File: src/rtl/apple2_disk_track_nibblizer.sv
// Disk II track encoder: turns one 16x256-byte DOS 3.3 track image into the
// GCR nibble stream for the controller's track buffer, one nibble per 4-cycle slot.
module apple2_disk_track_nibblizer #(
    parameter logic [7:0] VOLUME    = 8'd254,
    parameter int         GAP1      = 48,
    parameter int         GAP2      = 6,
    parameter int         GAP3      = 27,
    parameter int         TRACK_LEN = 6656
) (
    input  logic        clk_14m,
    input  logic        reset,
    input  logic        start,
    input  logic [5:0]  track_num,
    output logic [11:0] src_addr,
    input  logic [7:0]  src_data,
    output logic [13:0] ram_write_addr,
    output logic [7:0]  ram_di,
    output logic        ram_we,
    output logic        busy,
    output logic        done
);
    typedef enum logic [3:0] {
        S_IDLE      = 4'd0,  S_GAP1      = 4'd1,  S_ADDR_PRO  = 4'd2,
        S_ADDR_BODY = 4'd3,  S_ADDR_EPI  = 4'd4,  S_GAP2      = 4'd5,
        S_DATA_PRO  = 4'd6,  S_DATA_AUX  = 4'd7,  S_DATA_MAIN = 4'd8,
        S_DATA_CSUM = 4'd9,  S_DATA_EPI  = 4'd10, S_GAP3      = 4'd11,
        S_PAD       = 4'd12, S_DONE      = 4'd13
    } state_t;

    localparam logic [13:0] LAST_WR = 14'(TRACK_LEN - 1);

    localparam logic [0:63][7:0] XLATE_TBL = {
        8'h96, 8'h97, 8'h9A, 8'h9B, 8'h9D, 8'h9E, 8'h9F, 8'hA6,
        8'hA7, 8'hAB, 8'hAC, 8'hAD, 8'hAE, 8'hAF, 8'hB2, 8'hB3,
        8'hB4, 8'hB5, 8'hB6, 8'hB7, 8'hB9, 8'hBA, 8'hBB, 8'hBC,
        8'hBD, 8'hBE, 8'hBF, 8'hCB, 8'hCD, 8'hCE, 8'hCF, 8'hD3,
        8'hD6, 8'hD7, 8'hD9, 8'hDA, 8'hDB, 8'hDC, 8'hDD, 8'hDE,
        8'hDF, 8'hE5, 8'hE6, 8'hE7, 8'hE9, 8'hEA, 8'hEB, 8'hEC,
        8'hED, 8'hEE, 8'hEF, 8'hF2, 8'hF3, 8'hF4, 8'hF5, 8'hF6,
        8'hF7, 8'hF9, 8'hFA, 8'hFB, 8'hFC, 8'hFD, 8'hFE, 8'hFF
    };

    // Physical-to-logical sector interleave
    localparam logic [0:15][3:0] SKEW = {
        4'd0, 4'd7, 4'd14, 4'd6, 4'd13, 4'd5, 4'd12, 4'd4,
        4'd11, 4'd3, 4'd10, 4'd2, 4'd9, 4'd1, 4'd8, 4'd15
    };

    function automatic logic [7:0] xlate(input logic [5:0] v);
        xlate = XLATE_TBL[v];
    endfunction

    function automatic logic [7:0] pick3(input logic [1:0] sel, input logic [7:0] a,
                                         input logic [7:0] b, input logic [7:0] c);
        case (sel)
            2'd0:    pick3 = a;
            2'd1:    pick3 = b;
            default: pick3 = c;
        endcase
    endfunction

    function automatic logic [8:0] last_cnt(input state_t s);
        case (s)
            S_GAP1:                                         last_cnt = 9'(GAP1 - 1);
            S_ADDR_PRO, S_ADDR_EPI, S_DATA_PRO, S_DATA_EPI: last_cnt = 9'd2;
            S_ADDR_BODY:                                    last_cnt = 9'd7;
            S_GAP2:                                         last_cnt = 9'(GAP2 - 1);
            S_DATA_AUX:                                     last_cnt = 9'd85;
            S_DATA_MAIN:                                    last_cnt = 9'd255;
            S_GAP3:                                         last_cnt = 9'(GAP3 - 1);
            default:                                        last_cnt = 9'd0;
        endcase
    endfunction

    function automatic state_t next_state(input state_t s, input logic [3:0] sec);
        case (s)
            S_GAP1:      next_state = S_ADDR_PRO;
            S_ADDR_PRO:  next_state = S_ADDR_BODY;
            S_ADDR_BODY: next_state = S_ADDR_EPI;
            S_ADDR_EPI:  next_state = S_GAP2;
            S_GAP2:      next_state = S_DATA_PRO;
            S_DATA_PRO:  next_state = S_DATA_AUX;
            S_DATA_AUX:  next_state = S_DATA_MAIN;
            S_DATA_MAIN: next_state = S_DATA_CSUM;
            S_DATA_CSUM: next_state = S_DATA_EPI;
            S_DATA_EPI:  next_state = S_GAP3;
            S_GAP3:      next_state = (sec == 4'd15) ? S_PAD : S_ADDR_PRO;
            default:     next_state = S_PAD;
        endcase
    endfunction

    state_t      state_q, state_d;
    logic [1:0]  ph_q, ph_d;
    logic [8:0]  cnt_q, cnt_d;
    logic [3:0]  sec_q, sec_d;
    logic [5:0]  trk_q, trk_d;
    logic [7:0]  vol_q, vol_d;
    logic [13:0] wr_cnt_q, wr_cnt_d;
    logic [5:0]  prev_q, prev_d;
    logic [7:0]  b0_q, b0_d, b1_q, b1_d;
    logic [11:0] src_addr_q, src_addr_d;
    logic [13:0] ram_write_addr_q, ram_write_addr_d;
    logic [7:0]  ram_di_q, ram_di_d;
    logic        ram_we_q, ram_we_d, busy_q, busy_d, done_q, done_d;

    logic [7:0]  field_s, aux_hi_s, nib_s, rd_byte_s, aux_j_s;
    logic [5:0]  val_s;

    // Nibble of the current slot; the third aux byte arrives straight from src_data
    always_comb begin
        case (cnt_q[2:1])
            2'd0:    field_s = vol_q;
            2'd1:    field_s = {2'b00, trk_q};
            2'd2:    field_s = {4'h0, sec_q};
            default: field_s = vol_q ^ {2'b00, trk_q} ^ {4'h0, sec_q};
        endcase
        if (cnt_q < 9'd2) begin
            aux_hi_s = 8'h00;
        end else begin
            aux_hi_s = src_data;
        end
        if (state_q == S_DATA_AUX) begin
            val_s = {aux_hi_s[0], aux_hi_s[1], b1_q[0], b1_q[1], b0_q[0], b0_q[1]};
        end else begin
            val_s = b0_q[7:2];
        end
        case (state_q)
            S_ADDR_PRO:              nib_s = pick3(cnt_q[1:0], 8'hD5, 8'hAA, 8'h96);
            S_ADDR_BODY:             nib_s = cnt_q[0] ? (field_s | 8'hAA)
                                                      : ({1'b0, field_s[7:1]} | 8'hAA);
            S_ADDR_EPI, S_DATA_EPI:  nib_s = pick3(cnt_q[1:0], 8'hDE, 8'hAA, 8'hEB);
            S_DATA_PRO:              nib_s = pick3(cnt_q[1:0], 8'hD5, 8'hAA, 8'hAD);
            S_DATA_AUX, S_DATA_MAIN: nib_s = xlate(val_s ^ prev_q);
            S_DATA_CSUM:             nib_s = xlate(prev_q);
            default:                 nib_s = 8'hFF;
        endcase
    end

    // Slot sequencing, write port and source-address generation
    always_comb begin
        state_d          = state_q;
        ph_d             = ph_q;
        cnt_d            = cnt_q;
        sec_d            = sec_q;
        trk_d            = trk_q;
        vol_d            = vol_q;
        wr_cnt_d         = wr_cnt_q;
        prev_d           = prev_q;
        b0_d             = b0_q;
        b1_d             = b1_q;
        ram_write_addr_d = ram_write_addr_q;
        ram_di_d         = ram_di_q;
        ram_we_d         = 1'b0;
        busy_d           = busy_q;
        done_d           = 1'b0;
        rd_byte_s        = 8'h00;
        aux_j_s          = 8'h00;
        src_addr_d       = 12'h000;

        case (state_q)
            S_IDLE: begin
                if (start) begin
                    state_d  = S_GAP1;
                    ph_d     = 2'd0;
                    cnt_d    = 9'd0;
                    sec_d    = 4'd0;
                    trk_d    = track_num;
                    vol_d    = VOLUME;
                    wr_cnt_d = 14'd0;
                    prev_d   = 6'd0;
                    busy_d   = 1'b1;
                end else begin
                    state_d = S_IDLE;
                end
            end
            S_DONE: begin
                done_d  = 1'b1;
                busy_d  = 1'b0;
                state_d = S_IDLE;
            end
            default: begin
                ph_d = ph_q + 2'd1;
                if (ph_q == 2'd1) begin
                    b0_d = src_data;
                end else if (ph_q == 2'd2) begin
                    b1_d = src_data;
                end else begin
                    b0_d = b0_q;
                end
                if (ph_q == 2'd3) begin
                    ram_we_d         = 1'b1;
                    ram_write_addr_d = wr_cnt_q;
                    ram_di_d         = nib_s;
                    wr_cnt_d         = wr_cnt_q + 14'd1;
                    if (state_q == S_DATA_AUX || state_q == S_DATA_MAIN) begin
                        prev_d = val_s;
                    end else if (state_q == S_DATA_PRO) begin
                        prev_d = 6'd0;
                    end else begin
                        prev_d = prev_q;
                    end
                    // Truncate at the buffer end regardless of where the layout is
                    if (wr_cnt_q == LAST_WR) begin
                        state_d = S_DONE;
                    end else if (cnt_q == last_cnt(state_q)) begin
                        state_d = next_state(state_q, sec_q);
                        cnt_d   = 9'd0;
                        if (state_q == S_GAP3) begin
                            sec_d = sec_q + 4'd1;
                        end else begin
                            sec_d = sec_q;
                        end
                    end else begin
                        cnt_d = cnt_q + 9'd1;
                    end
                end else begin
                    ram_we_d = 1'b0;
                end
            end
        endcase

        aux_j_s = 8'(9'd85 - cnt_d);
        case (state_d)
            S_DATA_AUX: begin
                case (ph_d)
                    2'd0:    rd_byte_s = aux_j_s;
                    2'd1:    rd_byte_s = aux_j_s + 8'd86;
                    default: rd_byte_s = aux_j_s + 8'd172;
                endcase
            end
            S_DATA_MAIN: rd_byte_s = cnt_d[7:0];
            default:     rd_byte_s = 8'h00;
        endcase
        if (state_d == S_IDLE || state_d == S_DONE) begin
            src_addr_d = 12'h000;
        end else begin
            src_addr_d = {SKEW[sec_d], rd_byte_s};
        end
    end

    // State and output registers; reset aborts any track in progress
    always_ff @(posedge clk_14m) begin
        if (reset) begin
            state_q          <= S_IDLE;
            ph_q             <= 2'd0;
            cnt_q            <= 9'd0;
            sec_q            <= 4'd0;
            trk_q            <= 6'd0;
            vol_q            <= 8'd0;
            wr_cnt_q         <= 14'd0;
            prev_q           <= 6'd0;
            b0_q             <= 8'd0;
            b1_q             <= 8'd0;
            src_addr_q       <= 12'd0;
            ram_write_addr_q <= 14'd0;
            ram_di_q         <= 8'd0;
            ram_we_q         <= 1'b0;
            busy_q           <= 1'b0;
            done_q           <= 1'b0;
        end else begin
            state_q          <= state_d;
            ph_q             <= ph_d;
            cnt_q            <= cnt_d;
            sec_q            <= sec_d;
            trk_q            <= trk_d;
            vol_q            <= vol_d;
            wr_cnt_q         <= wr_cnt_d;
            prev_q           <= prev_d;
            b0_q             <= b0_d;
            b1_q             <= b1_d;
            src_addr_q       <= src_addr_d;
            ram_write_addr_q <= ram_write_addr_d;
            ram_di_q         <= ram_di_d;
            ram_we_q         <= ram_we_d;
            busy_q           <= busy_d;
            done_q           <= done_d;
        end
    end

    assign src_addr       = src_addr_q;
    assign ram_write_addr = ram_write_addr_q;
    assign ram_di         = ram_di_q;
    assign ram_we         = ram_we_q;
    assign busy           = busy_q;
    assign done           = done_q;
endmodule
File: config.mk
export PLATFORM = sky130hd
export DESIGN_NAME = apple2_disk_track_nibblizer
export DESIGN_NICKNAME = d
export VERILOG_FILES = /design/src/rtl/apple2_disk_track_nibblizer.sv
export SDC_FILE = /design/constraint.sdc
export NUM_CORES = 1
export LEC_CHECK = 0
export ABC_AREA = 1
export BUFFER_PORTS_ARGS = -buffer_cell sky130_fd_sc_hd__buf_2
export CAP_MARGIN = 5
export CELL_PAD_IN_SITES_DETAIL_PLACEMENT = 0
export CELL_PAD_IN_SITES_GLOBAL_PLACEMENT = 1
export CORE_UTILIZATION = 25
export DETAILED_ROUTE_END_ITERATION = 8
export MAX_ROUTING_LAYER = met4
export PLACE_DENSITY = 0.56
export RECOVER_POWER = 100
export SLEW_MARGIN = 40
export SYNTH_ARGS = -nofsm -noshare
export SYNTH_HDL_FRONTEND = slang
export SYNTH_SLANG_ARGS = --single-unit
File: constraint.sdc
create_clock -name clk_14m -period 3.95 [get_ports clk_14m]
set_input_delay 0.5925 -clock clk_14m [delete_from_list [all_inputs] [get_ports clk_14m]]
set_output_delay 0.5925 -clock clk_14m [all_outputs]
set_load 0.05 [all_outputs]
==> summary.txt, run 1 <==
Clock network
  • Resize count post-CTS: 0
  • Clk_lat worst skew: around 0.36 ns
  • CTS max path bufs: 2
  • Clock Pin Slew Worst Setup and Hold Paths: 0.07 ns
  • Hold buffers post-CTS: 0
  • Post-CTS setup buffer count: 0
  • TritonCTS clock tree: yes
  • Root Driver: clkbuf_16
  • Clock sinks: 100
  • H-tree depth: 3
  • CTS Buf Count: 9

Routing
  • DR iter-0 viols: roughly 520
  • Routed WL per cell: between 15 and 20 um
  • Post-route antenna net violation count: 0
  • Final WL: roughly 21 mm
  • Detailed-route vias per instance: between 4 and 5
  • Vias: about 6500
  • DRC violations left: 5
  • DRT Pass-1 Iters: 7

Flow run
  • Max Cap Viol: 0

Finish
  • Area grow syn2layout: 12.0%
  • Fill cell count: 2986
  • Fin util: 0.288
  • Leading cell type in the layout, fill and taps excluded: nand2_1
  • Diodes inserted: 0
  • Most frequent cells in the layout: 177 x nand2_1, 124 x inv_1, 103 x nor2_1
  • Layout cells sized above 1: 0.0975
  • Design area: 7560 sq um
  • # nets final: between 1000 and 1500
  • Fin cells: about 1400

Floorplanning
  • Total die area: between 20000 and 30000 sq um
  • Initial core utilization: 0.257
  • Die height: ~170 um
  • Std cell rows: 59
  • IO Pins: between 50 and 60
  • DIE WIDTH: around 170 um
  • Core area: between 20000 and 30000 sq um

Synth
  • Post-synth cell types: 59
  • Yosys warns: 0
  • Number of synthesized flops with an enable pin: 0
  • Syn Inst Count: between 900 and 1000
  • Asr flop ratio synth: 0
  • Cell taking the most area after synthesis: dfxtp_1
  • Syn nets: approximately 1000
  • Mean area per synthesized cell: ~6.8 sq um
  • Ys flop type: dfxtp_1
  • Number of synthesized register bits: 100
  • Yosys top cell area share: 0.297
  • Seq/Total Area, Yosys: 0.297
  • Ranking of synthesized cells by area: dfxtp_1 30%, nand2_1 9.7%, a21oi_1 7.0%, ha_1 7.0%, inv_1 6.6%
  • Mapped cell area: between 6000 and 7000 sq um

Power and ir drop
  • Pleak: around 3.1 nW
  • Pwr Density: roughly 340 nW/um^2
  • Peak supply drop: around 180 uV
  • Pwr Total: approximately 2.6 mW

Global routing
  • Largest net degree at the start of global routing: 30
  • First-pass GRT wire length: between 30 and 40 mm
  • Global Route Usage Sum: 0.159
  • Initial antenna violation count: 0
  • Gr ovfl total: 0
  • Number of global-route vias before repair: 6228

STA
  • RSZ-0062 raised after global routing: false
  • Highest Clock Rate: roughly 0.29 GHz
  • Slew Limit Fails: 0
  • Least-Margin Pin Slew: roughly 1.0 ns
  • Rel. slew slack: 0.327
  • # setup viols final: 0
  • WHS: ~0.45 ns
  • Setup TNS: 0 ns
  • Fin crit period: around 3.5 ns
  • Final setup margin: approximately 0.45 ns
  • Clock Skews: approximately 0.01 ns
  • Hold Vio Cnt, Final: 0
  • Final period utilization: 0.885

Placed design
  • Hpwl dp: around 16 mm
  • I/O Buffers: between 50 and 60
  • GP Congestion: ~0.84
  • Placed inst area: approximately 7300 sq um
  • # placed instances: roughly 1400
  • Pre-CTS WS: ~0.66 ns

Setup path
  • Critical Path Slowest Stage Cell: nor3_2
  • R2R Path Start: cnt_q[0]$_SDFF_PP0_
  • WP data arrival: approximately 3.8 ns
  • CP Data Required Time: between 4 and 5 ns
  • Slowest stage delay, CP: between 0.6 and 0.7 ns
  • Critical path buffers and inverters: 2
  • Critical path cell sequence: inv_1 -> nand2_1 -> nand3_1 -> nor2_1 -> nand3_1 -> or2_0 -> nor2_1 -> o22ai_1 -> nand2_2 -> inv_1 -> nor3_2 -> o311ai_0 -> a21oi_1
  • Worst Setup Path Type: reg -> reg
  • CP delay by family, top: simple AND/OR/NAND/NOR gates
  • Max Fanout on Critical Path: 10
  • CP Capture Type: flip-flop
  • Startpoint types: flip-flop
  • Critical Path Start: cnt_q[0]$_SDFF_PP0_

Worst hold path
  • Hold WC Path Type: reg -> reg
  • Hold Startpoint: b0_q[1]$_SDFFE_PP0P_

Status
  • Failing checks: DRC
  • Status: finished, violations left
-- where the power goes --
part,switching (mW),internal (mW),total (mW)
Sequential,0.0392,1.03,1.07
Clock,0.425,0.593,1.02
Combinational,0.341,0.164,0.505
Total,0.805,1.79,2.60
-- flip-flops by register name (all words and copies together), names as in the netlist, named ones only --
signal          cells
vol_q               1
b1_q                2
src_addr           12
wr_cnt_q           14
busy                1
prev_q              6
ph_q                2
ram_write_addr     14
done                1
ram_di              8
trk_q               6
b0_q                8
cnt_q               9
sec_q               4
ram_we              1
state_q             4
-- synthesized netlist by cell type (4+ instances only) --
master / n
nand2_1: 175
inv_1: 118
dfxtp_1: 100
nor2_1: 99
a21oi_1: 95
o21ai_0: 73
nand3_1: 52
ha_1: 38
clkbuf_1: 22
inv_2: 20
nand2_2: 15
nor3_1: 14
o211ai_1: 13
a211oi_1: 12
nor4_1: 11
xor2_1: 11
o22ai_1: 9
o21ai_1: 8
nand2_4: 7
nand4_1: 7
a21oi_2: 6
or2_2: 6
a31oi_1: 5
nor3b_1: 5
nor2_4: 4
o21ai_2: 4
-- worst min-delay path, cell delays in order, from the launching register on --
cell	delay, ns
dfxtp_1	0.30
inv_1	0.05
a21oi_1	0.05
-- layout make-up --
class	count	area [sq um]	area share
clock inverters	5	82.6	0.0109
flip-flops and latches	100	2000	0.265
clock buffers	11	253	0.0334
multi-input cells	718	4000	0.529
well taps	335	419	0.0555
inverters	141	529	0.0700
repair buffers	61	275	0.0364
-- cells by family after synthesis --
| family | count (synthesis) | share of synthesized area |
|---|---|---|
| simple gates | 409 | 0.281 |
| compound gates | 254 | 0.227 |
| buf+inv | 172 | 0.101 |
| flops | 100 | 0.297 |
| fa+ha+maj | 38 | 0.0705 |
| xor+xnor | 15 | 0.0206 |
| mux | 2 | 0.00297 |
-- metal layers --
layer | GRT usage | up-vias | wire length [um]
met5 | - | - | 0
met1 | 0.212 | 2989 | 10600
met4 | 0.0411 | 0 | 233
met2 | 0.250 | 102 | 9490
met3 | 0.0229 | 13 | 621
li1 | - | 3385 | -
-- path summary, 6_finish.rpt --
kind | end | slack [ns] | cells after the start
hold reg to reg | b0_q[1]$_SDFFE_PP0P_ | 0.45 | 2
setup / recovery | src_addr[3]$_SDFF_PP0_ | 0.45 | 13
setup reg to reg | src_addr[3]$_SDFF_PP0_ | 0.45 | 13
hold / removal | b0_q[1]$_SDFFE_PP0P_ | 0.45 | 2
(Power assumes the default switching activity.)
==> inputs of run 2 (changes only) <==
--- a/config.mk
+++ b/config.mk
@@ -5,7 +5,6 @@
 export SDC_FILE = /design/constraint.sdc
 export NUM_CORES = 1
 export LEC_CHECK = 0
-export ABC_AREA = 1
 export BUFFER_PORTS_ARGS = -buffer_cell sky130_fd_sc_hd__buf_2
 export CAP_MARGIN = 5
 export CELL_PAD_IN_SITES_DETAIL_PLACEMENT = 0
@@ -13,8 +12,9 @@
 export CORE_UTILIZATION = 25
 export DETAILED_ROUTE_END_ITERATION = 8
 export MAX_ROUTING_LAYER = met4
-export PLACE_DENSITY = 0.56
+export PLACE_DENSITY = 0.55
 export RECOVER_POWER = 100
+export SKIP_LAST_GASP = 1
 export SLEW_MARGIN = 40
 export SYNTH_ARGS = -nofsm -noshare
 export SYNTH_HDL_FRONTEND = slang
==> summary.txt, run 2 <==
Status
  • Status: finished, violations left
  • Failing checks: DRC, capacitance limit, slew limit

Clock network
  • Post-CTS setup buffer count: 0 (unchanged)
  • Hold buffers post-CTS: 0 (unchanged)
  • TritonCTS clock tree: yes
  • Clock sinks: 100 (unchanged)
  • Root Driver: clkbuf_16
  • CTS Buf Count: 9 (unchanged)
  • Clk_lat worst skew: 0.36 ns (about the same)
  • Resize count post-CTS: 0 (unchanged)
  • CTS max path bufs: 2 (unchanged)
  • Clock Pin Slew Worst Setup and Hold Paths: 0.08 ns (about the same)
  • H-tree depth: 3 (unchanged)

Floorplanning
  • Std cell rows: 59 (unchanged)
  • DIE WIDTH: 166 um (-0.16%)
  • IO Pins: 54 (unchanged)
  • Core area: 26200 sq um (-0.28%)
  • Die height: 166 um (-0.16%)
  • Initial core utilization: 0.257 (about the same)
  • Total die area: 27600 sq um (-0.31%)

Synth
  • Mapped cell area: 6720 sq um (-0.32%)
  • Asr flop ratio synth: 0 (unchanged)
  • Cell taking the most area after synthesis: dfxtp_1
  • Most frequent cells after synthesis: 135 x nand2_1, 123 x nor2_1, 100 x dfxtp_1, 92 x a21oi_1, 45 x clkbuf_1
  • Simple logic cell fraction of the synthesized area: 0.264 (-0.0175)
  • Syn Inst Count: 908 (-8.3%)
  • Mean area per synthesized cell: 7.41 sq um (+8.7%)
  • Compound-cell area share of the yosys netlist: 0.227 (+0.000345)
  • Number of synthesized flops with an enable pin: 0 (unchanged)
  • Syn nets: 963 (-7.8%)
  • Post-synth cell types: 79 (+34%)
  • Ranking of synthesized cells by area: dfxtp_1 30%, nand2_1 7.5%, ha_1 7.1%, nor2_1 6.9%, a21oi_1 6.8%
  • Largest family of logic cells by synthesized area: simple AND/OR/NAND/NOR gates
  • Adder-cell share of the synthesized area: 0.0707 (+0.000223)
  • Post-synthesis mux area share: 0.0372 (+0.0342)
  • Yosys warns: 0 (unchanged)
  • Seq/Total Area, Yosys: 0.298 (+0.000939)
  • Top-count cell post-synth: nand2_1
  • XOR/XNOR Fraction of Synth Area: 0.0521 (+0.0315)
  • Yosys top cell area share: 0.298 (+0.000939)
  • Number of synthesized register bits: 100 (unchanged)
  • Ys flop type: dfxtp_1

Power and ir drop
  • Pwr Total: 2.25 mW (-13%)
  • Pwr Density: 293 nW/um^2 (-15%)
  • Pleak: 2.82 nW (-8.1%)
  • Peak supply drop: 166 uV (-9.9%)

Flow run
  • Max Cap Viol: 1 (+1)

Global routing
  • Number of global-route vias before repair: 6153 (-1.2%)
  • Gr ovfl total: 0 (unchanged)
  • Largest net degree at the start of global routing: 47 (+57%)
  • First-pass GRT wire length: 33.1 mm (-1.8%)
  • Initial antenna violation count: 0 (unchanged)
  • Global Route Usage Sum: 0.154 (-0.00518)

STA
  • # setup viols final: 0 (unchanged)
  • Final period utilization: 0.934 (+0.0488)
  • Highest Clock Rate: 0.271 GHz (-5.2%)
  • Least-Margin Pin Slew: 1.59 ns (+0.577 ns)
  • Clock Skews: 0.0147 ns (+0.00484 ns)
  • Fin crit period: 3.69 ns (+0.193 ns)
  • Setup TNS: 0 ns (unchanged)
  • Rel. slew slack: -0.0576 (-0.385)
  • Hold Vio Cnt, Final: 0 (unchanged)
  • Slew Limit Fails: 35 (+35)
  • RSZ-0062 raised after global routing: false
  • WHS: 0.455 ns (+0.00469 ns)

Finish
  • Area grow syn2layout: 14.3%
  • Leading cell type in the layout, fill and taps excluded: nand2_1
  • Design area: 7690 sq um (+1.7%)
  • Fin cells: 1294 (-5.6%)
  • Diodes inserted: 0 (unchanged)
  • # nets final: 1009 (-7.1%)
  • Layout cells sized above 1: 0.0959 (-0.00156)
  • Most frequent cells in the layout: 135 x nand2_1, 123 x nor2_1, 100 x dfxtp_1

Setup path
  • Worst Setup Path Type: reg -> reg
  • CP Capture Type: flip-flop
  • WP data arrival: 3.94 ns (+0.16 ns)
  • Max Fanout on Critical Path: 12 (+2)
  • Critical Path Slowest Stage Cell: o221ai_1
  • Startpoint types: flip-flop
  • CP Data Required Time: 4.20 ns (-0.03 ns)
  • Slowest stage delay, CP: 0.45 ns (-0.20 ns)
  • Critical path cell sequence: inv_1 -> ha_1 -> mux2i_1 -> o21ai_0 -> clkbuf_4 -> o32ai_1 -> o221ai_1 -> a21o_1 -> xor2_1 -> buf_4 -> a21oi_1 -> o21ai_1 -> and3_1 -> a211o_1

Routing
  • DRC violations left: 6 (+1)
  • Post-route antenna net violation count: 0 (unchanged)
  • DR iter-0 viols: 383 (-27%)
  • DRT Pass-1 Iters: 7 (unchanged)
  • Final WL: 20.6 mm (-1.8%)
  • Detailed-route vias per instance: 5.00 (+5.6%)
  • Vias: 6467 (-0.34%)
  • Routed WL per cell: 15.9 um (+4.0%)

Worst hold path
  • Hold WC Path Type: reg -> reg

Placed design
  • Hpwl dp: 15.4 mm (-4.7%)
  • # placed instances: 1278 (-5.7%)
  • GP Congestion: 0.850 (+1.5%)
  • Placed inst area: 7490 sq um (+2.1%)
  • I/O Buffers: 53 (unchanged)
## run 2: worst paths after layout
| path | cells past startpoint | endpoint | startpoint | slack, ns |
|---|---|---|---|---|
| hold / removal | 2 | ram_write_addr[2]$_SDFFE_PP0P_ | ram_write_addr[2]$_SDFFE_PP0P_ | 0.45 |
| hold reg to reg | 2 | ram_write_addr[2]$_SDFFE_PP0P_ | ram_write_addr[2]$_SDFFE_PP0P_ | 0.45 |
| setup reg to reg | 14 | src_addr[7]$_SDFF_PP0_ | state_q[2]$_SDFF_PP0_ | 0.26 |
| setup / recovery | 14 | src_addr[7]$_SDFF_PP0_ | state_q[2]$_SDFF_PP0_ | 0.26 |
## run 2: area by class of cell
class	instances	area [sq um]
clock buffers	10	229
clock inverters	6	60.1
fillers	2878	18500
inverters	31	116
multi-input cells	719	4370
flip-flops and latches	100	2000
well taps	335	419
repair buffers	93	488
## run 2: critical path: cells and delay by family (launching register included)
| family | cells | cell delay, ns |
|---|---|---|
| compound gates | 7 | 1.81 |
| xor+xnor | 1 | 0.17 |
| fa+ha+maj | 1 | 0.21 |
| buf+inv | 3 | 0.53 |
| flops | 1 | 0.39 |
| mux | 1 | 0.30 |
| simple gates | 1 | 0.19 |
## run 2: logic make-up (layout without fill, tap and decap cells)
family / Yosys count / count (layout)
multiplexers: 22 / 22
buffers and inverters: 89 / 140
flip-flops: 100 / 100
AND/OR/NAND/NOR: 387 / 387
AO/OA/AOI/OAI: 235 / 235
XOR/XNOR: 37 / 37
adder cells (fa/ha/maj): 38 / 38
## run 2: report_power, final
| group | internal, mW | leakage, nW | total (mW) | switching (mW) |
|---|---|---|---|---|
| clock network | 0.442 | 0.134 | 0.884 | 0.443 |
| logic | 0.111 | 1.87 | 0.318 | 0.207 |
| registers | 1.03 | 0.809 | 1.05 | 0.0193 |
## run 2: routing by layer
metal,global-route usage,wire (um),share of wire
met1,0.207,10400,0.51
met2,0.239,9280,0.45
met3,0.0222,655,0.032
met4,0.0398,233,0.011
met5,-,0,0
## run 2: stage by stage
stage / worst slack [ns] / utilization
CTS: 0.196 / 0.297
finish: 0.260 / 0.293
detailed placement: 0.221 / 0.286
global placement: 0.298 / 0.286
floorplan: 0.651 / -
global route: 0.00175 / 0.293
